File: src/rtl/playseq_pkg.sv
// Shared PlaySeq definitions: default widths, reader state encoding, one-hot button codes
// and the counter-width helper.
package playseq_pkg;

  localparam int unsigned ADDR_W_DEF = 4;
  localparam int unsigned DATA_W_DEF = 4;

  localparam logic [2:0] ST_IDLE      = 3'd0;
  localparam logic [2:0] ST_P_FETCH   = 3'd1;
  localparam logic [2:0] ST_P_SHOW    = 3'd2;
  localparam logic [2:0] ST_P_GAP     = 3'd3;
  localparam logic [2:0] ST_C_FETCH   = 3'd4;
  localparam logic [2:0] ST_C_WAIT    = 3'd5;
  localparam logic [2:0] ST_C_RELEASE = 3'd6;
  localparam logic [2:0] ST_DONE      = 3'd7;

  typedef enum logic [2:0] {
    StIdle     = ST_IDLE,
    StPFetch   = ST_P_FETCH,
    StPShow    = ST_P_SHOW,
    StPGap     = ST_P_GAP,
    StCFetch   = ST_C_FETCH,
    StCWait    = ST_C_WAIT,
    StCRelease = ST_C_RELEASE,
    StDone     = ST_DONE
  } seq_state_e;

  localparam logic [3:0] CODE_BTN0 = 4'b0001;
  localparam logic [3:0] CODE_BTN1 = 4'b0010;
  localparam logic [3:0] CODE_BTN2 = 4'b0100;
  localparam logic [3:0] CODE_BTN3 = 4'b1000;

  // Width able to hold the largest of three cycle counts.
  function automatic int unsigned cnt_width(input int unsigned a, input int unsigned b,
                                            input int unsigned c);
    int unsigned m;
    m = a;
    if (b > m) m = b;
    if (c > m) m = c;
    return $clog2(m + 1);
  endfunction

endpackage

File: src/rtl/tick_counter.sv
// Loadable down-counter that saturates at zero and flags it.
module tick_counter #(
  parameter int unsigned W = 8
) (
  input  logic         clk_i,
  input  logic         rst_i,
  input  logic         load_i,
  input  logic [W-1:0] load_val_i,
  input  logic         en_i,
  output logic         zero_o
);

  logic [W-1:0] count_q, count_d;

  always_comb begin
    count_d = count_q;
    if (load_i) begin
      count_d = load_val_i;
    end else if (en_i && (count_q != '0)) begin
      count_d = count_q - W'(1);
    end
  end

  always_ff @(posedge clk_i or posedge rst_i) begin
    if (rst_i) begin
      count_q <= '0;
    end else begin
      count_q <= count_d;
    end
  end

  assign zero_o = (count_q == '0);

endmodule

File: src/rtl/seq_reader.sv
// Sequence ROM reader: plays entries 0..limite on the LEDs, then checks button presses against them.
// Optional press timeout in the check phase is enabled with SEQ_READER_TIMEOUT_EN.
module seq_reader
  import playseq_pkg::*;
#(
  parameter int unsigned ADDR_W         = ADDR_W_DEF,
  parameter int unsigned DATA_W         = DATA_W_DEF,
  parameter int unsigned SHOW_CYCLES    = 1000,
  parameter int unsigned GAP_CYCLES     = 250,
  parameter int unsigned TIMEOUT_CYCLES = 5000
) (
  input  logic              clock,
  input  logic              reset,
  input  logic              iniciar,
  input  logic [ADDR_W-1:0] limite,
  output logic [ADDR_W-1:0] mem_addr,
  input  logic [DATA_W-1:0] mem_data,
  input  logic [DATA_W-1:0] botoes,
  output logic [DATA_W-1:0] leds,
  output logic              ocupado,
  output logic              acertou,
  output logic              errou,
  output logic              timeout
);

  localparam int unsigned CntW = cnt_width(SHOW_CYCLES, GAP_CYCLES, TIMEOUT_CYCLES);
  localparam logic [CntW-1:0] ShowLoad = CntW'(SHOW_CYCLES - 1);
  localparam logic [CntW-1:0] GapLoad  = CntW'(GAP_CYCLES - 1);

  seq_state_e        state_q, state_d;
  logic [ADDR_W-1:0] addr_q, addr_d;
  logic [ADDR_W-1:0] lim_q, lim_d;
  logic [DATA_W-1:0] leds_q, leds_d;
  logic [DATA_W-1:0] exp_q, exp_d;
  logic              ok_q, ok_d;
  logic              err_q, err_d;
  logic              fetch_q, fetch_d;
  logic [DATA_W-1:0] want;

  logic            tk_load, tk_en, tk_zero;
  logic [CntW-1:0] tk_val;

`ifdef SEQ_READER_TIMEOUT_EN
  localparam logic [CntW-1:0] ToLoad = CntW'(TIMEOUT_CYCLES - 1);
  logic to_q, to_d;
  logic to_load, to_en, to_zero;
`endif

  // mem_data is valid in the cycle right after a fetch state.
  assign fetch_d = (state_q == StPFetch) || (state_q == StCFetch);
  assign want    = fetch_q ? mem_data : exp_q;

  always_comb begin
    state_d = state_q;
    addr_d  = addr_q;
    lim_d   = lim_q;
    leds_d  = leds_q;
    exp_d   = exp_q;
    ok_d    = ok_q;
    err_d   = err_q;
    tk_load = 1'b0;
    tk_val  = '0;
    tk_en   = 1'b0;
`ifdef SEQ_READER_TIMEOUT_EN
    to_d    = to_q;
    to_load = 1'b0;
    to_en   = 1'b0;
`endif

    unique case (state_q)
      StIdle, StDone: begin
        if (iniciar) begin
          lim_d   = limite;
          addr_d  = '0;
          ok_d    = 1'b0;
          err_d   = 1'b0;
`ifdef SEQ_READER_TIMEOUT_EN
          to_d    = 1'b0;
`endif
          state_d = StPFetch;
        end
      end
      StPFetch: state_d = StPShow;
      StPShow: begin
        if (fetch_q) begin
          leds_d  = mem_data;
          tk_load = 1'b1;
          tk_val  = ShowLoad;
        end else if (tk_zero) begin
          leds_d  = '0;
          tk_load = 1'b1;
          tk_val  = GapLoad;
          state_d = StPGap;
        end else begin
          tk_en = 1'b1;
        end
      end
      StPGap: begin
        if (tk_zero) begin
          if (addr_q == lim_q) begin
            addr_d  = '0;
            state_d = StCFetch;
          end else begin
            addr_d  = addr_q + ADDR_W'(1);
            state_d = StPFetch;
          end
        end else begin
          tk_en = 1'b1;
        end
      end
      StCFetch: begin
`ifdef SEQ_READER_TIMEOUT_EN
        to_load = 1'b1;
`endif
        state_d = StCWait;
      end
      StCWait: begin
        if (fetch_q) exp_d = mem_data;
        // Whole-word compare: a multi-bit press can never equal a one-hot code.
        if (botoes != '0) begin
          if (botoes == want) begin
            state_d = StCRelease;
          end else begin
            err_d   = 1'b1;
            state_d = StDone;
          end
        end else begin
`ifdef SEQ_READER_TIMEOUT_EN
          if (to_zero) begin
            err_d   = 1'b1;
            to_d    = 1'b1;
            state_d = StDone;
          end else begin
            to_en = 1'b1;
          end
`endif
        end
      end
      StCRelease: begin
        if (botoes == '0) begin
          if (addr_q == lim_q) begin
            ok_d    = 1'b1;
            state_d = StDone;
          end else begin
            addr_d  = addr_q + ADDR_W'(1);
            state_d = StCFetch;
          end
        end
      end
      default: state_d = StIdle;
    endcase
  end

  always_ff @(posedge clock or posedge reset) begin
    if (reset) begin
      state_q <= StIdle;
      addr_q  <= '0;
      lim_q   <= '0;
      leds_q  <= '0;
      exp_q   <= '0;
      ok_q    <= 1'b0;
      err_q   <= 1'b0;
      fetch_q <= 1'b0;
    end else begin
      state_q <= state_d;
      addr_q  <= addr_d;
      lim_q   <= lim_d;
      leds_q  <= leds_d;
      exp_q   <= exp_d;
      ok_q    <= ok_d;
      err_q   <= err_d;
      fetch_q <= fetch_d;
    end
  end

  tick_counter #(
    .W (CntW)
  ) u_phase_cnt (
    .clk_i      (clock),
    .rst_i      (reset),
    .load_i     (tk_load),
    .load_val_i (tk_val),
    .en_i       (tk_en),
    .zero_o     (tk_zero)
  );

`ifdef SEQ_READER_TIMEOUT_EN
  tick_counter #(
    .W (CntW)
  ) u_timeout_cnt (
    .clk_i      (clock),
    .rst_i      (reset),
    .load_i     (to_load),
    .load_val_i (ToLoad),
    .en_i       (to_en),
    .zero_o     (to_zero)
  );

  always_ff @(posedge clock or posedge reset) begin
    if (reset) begin
      to_q <= 1'b0;
    end else begin
      to_q <= to_d;
    end
  end

  assign timeout = to_q;
`else
  assign timeout = 1'b0;
`endif

  assign mem_addr = addr_q;
  assign leds     = leds_q;
  assign acertou  = ok_q;
  assign errou    = err_q;
  assign ocupado  = (state_q != StIdle) && (state_q != StDone);

endmodule

File: config.mk
export PLATFORM = sky130hd
export DESIGN_NAME = seq_reader
export DESIGN_NICKNAME = d
export VERILOG_FILES = /design/src/rtl/playseq_pkg.sv /design/src/rtl/tick_counter.sv /design/src/rtl/seq_reader.sv
export SDC_FILE = /design/constraint.sdc
export NUM_CORES = 1
export LEC_CHECK = 0
export CAP_MARGIN = 0
export CORE_MARGIN = 8
export CORE_UTILIZATION = 49
export DETAILED_ROUTE_END_ITERATION = 8
export HOLD_SLACK_MARGIN = 0.1
export PLACE_DENSITY = 0.75
export SYNTH_ARGS = -nofsm -noshare
export SYNTH_HDL_FRONTEND = slang
export SYNTH_SLANG_ARGS = --single-unit
File: constraint.sdc
create_clock -name clock -period 2.2 [get_ports clock]
set_clock_uncertainty 0.15 [all_clocks]
set_input_delay 0.33 -clock clock [delete_from_list [all_inputs] [get_ports clock]]
set_output_delay 0.33 -clock clock [all_outputs]
set_load 0.005 [all_outputs]
==> out/results.txt, run 1 <==
Status: complete, but fails checks
Violated checks: setup timing
Critical Path, Cell by Cell: inv_2 > ha_4 > or4b_4 > nor4_4 > buf_4 > or2b_4 > nor3_2 > a211o_1
Initial Utilization: 51.2%
Clk buf depth: 2
Final wirelength: 5.58 mm
Largest net degree at the start of global routing: 23
Xor/xnor cell area share of the yosys netlist: 5.94%
Final cell count without fillers: 331
Synth Area in Compound Gates: 18.1%
RSZ-0062 raised after global routing: yes
Flop pwr share: 30.0%
Combinational cell fraction of total power: 54.9%
Vias: 1,959
Mapped Nets: 232
# setup viols final: 5
Share of layout cells above drive strength 1: 29.9%
Pleak: 0.00121 µW
Avg Cell Area, Syn: 9.60 µm²
CTS root buffer: clkbuf_8
Final hold violations: 0
Port Buffer Count: 25
Overflow after GRT: 0
Initial antenna violation count: 0
Die ar.: 0.00654 mm²
Global-route wire length before repair: 8.64 mm
Cell variety after synth: 48
Final RePlAce weighted congestion: 0.859
Nets@finish: 297
Psw: 1570 µW
Critical register-to-register path startpoint: u_phase_cnt.count_q[1]
Worst Setup Path Type: reg2reg
FP Rows: 23
Post-synth top area share: 42.4%
P_int: 2380 µW
Synth Flop Type: dfrtp_1
Number of global-route vias before repair: 1,817
Post-Synthesis Cells: 215
Clock power frac: 15.2%
Mux cell area share after synthesis: 7.22%
Simple-gate share of the synthesized area: 21.6%
Largest family of logic cells by synthesized area: simple AND/OR/NAND/NOR gates
Buf/Inv on CP: 2
Hold WC Path Type: in2async
Die X-Extent: 80.9 µm
Die Span Y: 80.9 µm
Synth warn: 0
# hold bufs at CTS: 0
CTS tree: built
Post-DRT Antenna Nets: 0
Post-synth design cell area: 0.00206 mm²
Most frequent cell after synthesis: dfrtp_1
CP Data Required Time: 2.24 ns
Slew Limit Fails: 0
Post-layout worst setup margin: -0.0482 ns
Post-DP HPWL: 3.75 mm
Avg Vias per Cell: 5.92
Period minus WS final: 2.25 ns
Max Cap Violations: 0
Flop2flop setup slack: -0.05 ns
Clock tree sinks: 35
Slowest Stage Delay on Critical Path: 0.47 ns
Top post-synthesis cells by area: dfrtp_1 (42%), nand2_1 (4.4%), mux2_2 (3.8%)
Crit. End Element: flip-flop
Critical Path AT: 2.29 ns
Final total power: 3950 µW
Pre-CTS setup slack: -0.157 ns
Top delay family on crit path: simple AND/OR/NAND/NOR gates
Number of synthesized flops with an enable pin: 0
DR iter-0 viols: 169
ANT cells: 0
Drt first pass iters: 5
Register area share after synthesis: 42.4%
P&R area growth vs syn: 39.9%
P per Cell Area: 1370 mW/mm²
Largest area contributor in the netlist: dfrtp_1
Period Utilization, post-route: 102%
Post-Synth Adder-Cell Area: 1.21%
Clk_lat worst skew: 0.30 ns
Boundary pin count: 27
R2R depth: 8
Crit-path max FO: 5
Aggregate global-route resource usage: 16.8%
Htree depth: 2
Worst VDD drop: 0.811 mV
Max frequency: 0.445 GHz
Core footprint: 0.00403 mm²
Drc violations: 0
CP max stage cell: or4b_4
Register clock-pin slew on the reported worst setup and hold paths: 0.08 ns
CTS buffer count: 5
Placed Cells: 314
Post-synth top cells: dfrtp_1 (35), nand2_1 (24), o21ai_0 (13)
Synth async-reset ratio: 100%
WL/cell: 16.9 µm
Reg2Reg Capture Point: u_phase_cnt.count_q[9]
Switch share: 39.7%
FF+latch count, synth: 35
Startpoint class of the critical path: flip-flop
==> worst register-to-register path: cells and delay by family (launching register included) <==
family          cells  cell delay [ns]
compound gates      1             0.23
fa+ha+maj           1             0.13
buf+inv             2             0.29
flops               1             0.40
simple gates        4             0.94
==> area by class of cell <==
| type | count | area (µm²) |
|---|---|---|
| multi-input cells | 165 | 1230 |
| fillers | 302 | 1140 |
| flip-flops and latches | 35 | 878 |
| repair buffers | 67 | 579 |
| clock buffers | 5 | 68.8 |
| well taps | 50 | 62.6 |
| clock inverters | 3 | 43.8 |
| inverters | 6 | 22.5 |
==> cells by family (layout without fill, tap and decap cells) <==
logic type / count (synthesis) / in the layout
DFF: 35 / 35
AOI/OAI and AO/OA: 55 / 55
and+or+nand+nor: 79 / 79
adders and majority gates: 2 / 2
other: 1 / 1
muxes: 14 / 14
xor gates and xnor gates: 14 / 14
buffers and inverters: 15 / 81
==> registers in the layout, summed over array words and instances (netlist names) <==
name and flops:
acertou 1, errou 1, exp_q 4, fetch_q 1, leds 4, lim_q 4
mem_addr 4, state_q 3, u_phase_cnt.count_q 13
==> placed cells by master (no fill, tap or decap), types with 6 or more instances in the layout <==
cell type	count
buf_4	39
dfrtp_1	33
clkdlybuf4s50_1	24
nand2_1	22
o21ai_0	12
nor2_1	10
xnor2_1	8
mux2i_1	7
mux2_2	7
xor2_1	6
nand2b_1	6
nor2b_1	6
nand3_1	6
==> power groups by stage <==
| stage | combinational, µW | clock, µW | sequential, µW |
|---|---|---|---|
| CTS | 1840 | 604 | 1180 |
| detailed placement | 1810 | 0 | 1180 |
| global route | 2370 | 629 | 1220 |
| floorplan | 1160 | 0 | 1120 |
| global placement | 1780 | 0 | 1170 |
| finish | 2170 | 599 | 1180 |
==> per-stage QoR <==
stage	utilization [%]	area [µm²]	hold WS (ns)	TNS, ns
2_1_floorplan	-	2060	0.284	0
3_3_place_gp	64.0	2580	0.337	-0.476
3_5_place_dp	64.0	2580	0.336	-0.782
4_1_cts	67.2	2710	0.201	-0.0654
5_1_grt	71.6	2890	0.245	-0.755
6_report	71.6	2890	0.192	-0.0993
==> timing repair <==
item,in CTS,in global routing
resized for setup,5,26
endpoints found under the setup margin,14,19
endpoints found under the hold margin,0,0
buffers inserted,0,9
pin swaps,3,14
==> worst max-delay path by stage <==
stage / from / to / cells past startpoint
after floorplan: u_phase_cnt.count_q[0] / u_phase_cnt.count_q[9] / 8
after global placement: botoes[0] / mem_addr[2] / 6
after detailed placement: botoes[0] / mem_addr[1] / 6
after CTS: u_phase_cnt.count_q[1] / u_phase_cnt.count_q[0] / 7
after global routing: u_phase_cnt.count_q[1] / u_phase_cnt.count_q[9] / 8
final: u_phase_cnt.count_q[1] / u_phase_cnt.count_q[9] / 8
==> routing by layer <==
metal	global-route usage, %	vias to the layer above	share of wire [%]
li1	-	916	-
met1	21.2	967	42
met2	26.5	64	50
met3	4.86	12	5.6
met4	6.43	0	2.3
met5	0	-	0
No activity file was read; power rests on OpenSTA's default activity.
==> run 2: changes to the inputs <==
CTS_BUF_LIST = sky130_fd_sc_hd__clkbuf_16   (was not set)
GPL_TIMING_DRIVEN = 0   (was not set)
==> out/results.txt, run 2 (same netlist as run 1, synthesis figures left out) <==
Slew Limit Fails: 0 (unchanged)
Status: finished, final reports clean
WL/cell: 17.4 µm (+3.4%)
Period Utilization, post-route: 99.4% (-2.8 points)
Initial Utilization: 51.2% (unchanged)
Worst Tran Pin Value: 0.736 ns
Global-route wire length before repair: 8.94 mm (+3.4%)
Switch share: 39.4% (-0.35 points)
Vias: 1,821 (-7.0%)
Final cell count without fillers: 308 (-6.9%)
Crit-path max FO: 5 (unchanged)
Register name with the most flops: u_phase_cnt.count_q
Final RePlAce weighted congestion: 0.892 (+3.8%)
CTS tree: built
RSZ-0062 raised after global routing: yes
Number of global-route vias before repair: 1,869 (+2.9%)
Core footprint: 0.00403 mm² (unchanged)
Placed Cells: 290 (-7.6%)
Startpoint class of the critical path: flip-flop
Drc violations: 0 (unchanged)
Die ar.: 0.00654 mm² (unchanged)
Drt first pass iters: 4 (-1)
# hold bufs at CTS: 0 (unchanged)
Crit. End Element: flip-flop
DR iter-0 viols: 108 (-36%)
Final wirelength: 5.37 mm (-3.8%)
Post-DP HPWL: 3.43 mm (-8.8%)
Share of layout cells above drive strength 1: 21.7% (-8.2 points)
Hold WC Path Type: in2async
Largest net degree at the start of global routing: 36 (+57%)
Clock tree sinks: 35 (unchanged)
Die X-Extent: 80.9 µm (unchanged)
Post-DRT Antenna Nets: 0 (unchanged)
Largest register FFs: 13 (unchanged)
P&R area growth vs syn: 32.5%
CTS buffer count: 5 (unchanged)
Boundary pin count: 27 (unchanged)
Overflow after GRT: 0 (unchanged)
Aggregate global-route resource usage: 17.3% (+0.53 points)
Flop pwr share: 31.2% (+1.2 points)
CP Data Required Time: 2.20 ns (-0.04 ns)
Clock power frac: 20.5% (+5.3 points)
Htree depth: 2 (unchanged)
Clk_lat worst skew: 0.28 ns (-0.02 ns)
Combinational cell fraction of total power: 48.3% (-6.6 points)
Critical Path AT: 2.19 ns (-0.10 ns)
Max frequency: 0.457 GHz (+2.8%)
Final total power: 3850 µW (-2.6%)
Slew headroom: 50.9%
P_int: 2330 µW (-2.0%)
Commonest non-fill, non-tap cell in the layout: dfrtp_1
CTS root buffer: clkbuf_16
Final Util: 67.9% (-3.8 points)
Psw: 1510 µW (-3.4%)
Pleak: 0.00110 µW (-8.8%)
Max Cap Violations: 0 (unchanged)
Worst Setup Path Type: reg2reg
FP Rows: 23 (unchanged)
Period minus WS final: 2.19 ns (-0.0619 ns)
P per Cell Area: 1410 mW/mm² (+2.9%)
Port Buffer Count: 25 (unchanged)
Initial antenna violation count: 0 (unchanged)
Nets@finish: 274 (-7.7%)
Clk buf depth: 2 (unchanged)
Final hold violations: 0 (unchanged)
Die Span Y: 80.9 µm (unchanged)
Most frequent cells in the layout: dfrtp_1 (33), clkdlybuf4s50_1 (25), nand2_1 (24)
Avg Vias per Cell: 5.91 (-0.10%)
Register clock-pin slew on the reported worst setup and hold paths: 0.05 ns (-0.03 ns)
ANT cells: 0 (unchanged)
Worst VDD drop: 0.701 mV (-14%)
# setup viols final: 0 (-5)
==> run 2: worst max-delay path: stages (launching register included) <==
cell and delay [ns]:
dfrtp_1 0.39, inv_2 0.08, ha_4 0.13, or4b_4 0.46
nor4_4 0.25, buf_6 0.18, a211oi_2 0.10, xnor2_1 0.25
nand2_1 0.07
==> run 2: cell type report <==
type,instances,area [µm²]
Fill cell,315,1290
Clock inverter,3,38.8
Buffer,8,43.8
Tap cell,50,62.6
Clock buffer,5,125
Inverter,6,22.5
Sequential cell,35,878
Timing Repair Buffer,36,344
Multi-Input combinational cell,165,1220
==> run 2: worst paths after layout <==
kind	start	endpoint	slack (ns)	cells after the start
setup / recovery	u_phase_cnt.count_q[1]	u_phase_cnt.count_q[5]	0.01	8
min in group clock	acertou	acertou	0.35	1
hold / removal	reset	leds[1]	0.35	2
hold reg to reg	acertou	acertou	0.35	1
setup reg to reg	u_phase_cnt.count_q[1]	u_phase_cnt.count_q[5]	0.01	8
max in group asynchronous	reset	u_phase_cnt.count_q[6]	1.04	2
==> run 2: metal layers <==
layer,GRT usage [%],share of wire (%)
met1,20.8,42
met2,30.2,52
met3,3.86,4.4
met4,4.82,1.3
met5,0,0
==> run 2: power groups by stage <==
stage	combinational, µW	clock (µW)	sequential (µW)
after floorplan	1160	0	1120
after global placement	1550	0	1160
after detailed placement	1590	0	1170
after CTS	1750	796	1160
after global routing	2040	823	1240
final	1860	788	1200
==> run 2: repair_timing <==
item                                    CTS  global route
pin swaps                                 6             7
buffers inserted                          7             3
endpoints found under the setup margin   17            17
resized for setup                        13            20
cloned                                    1             0
==> run 2: per-stage QoR <==
step           worst slack [ns]  hold slack [ns]  setup TNS (ns)  area [µm²]
2_1_floorplan            0.0265            0.284               0        2060
3_3_place_gp             -0.275            0.335           -1.47        2380
5_1_grt                 -0.0527            0.368          -0.308        2730
6_report                 0.0136            0.348               0        2730
3_5_place_dp             -0.285            0.340           -1.82        2380
4_1_cts                 -0.0120            0.356         -0.0190        2650
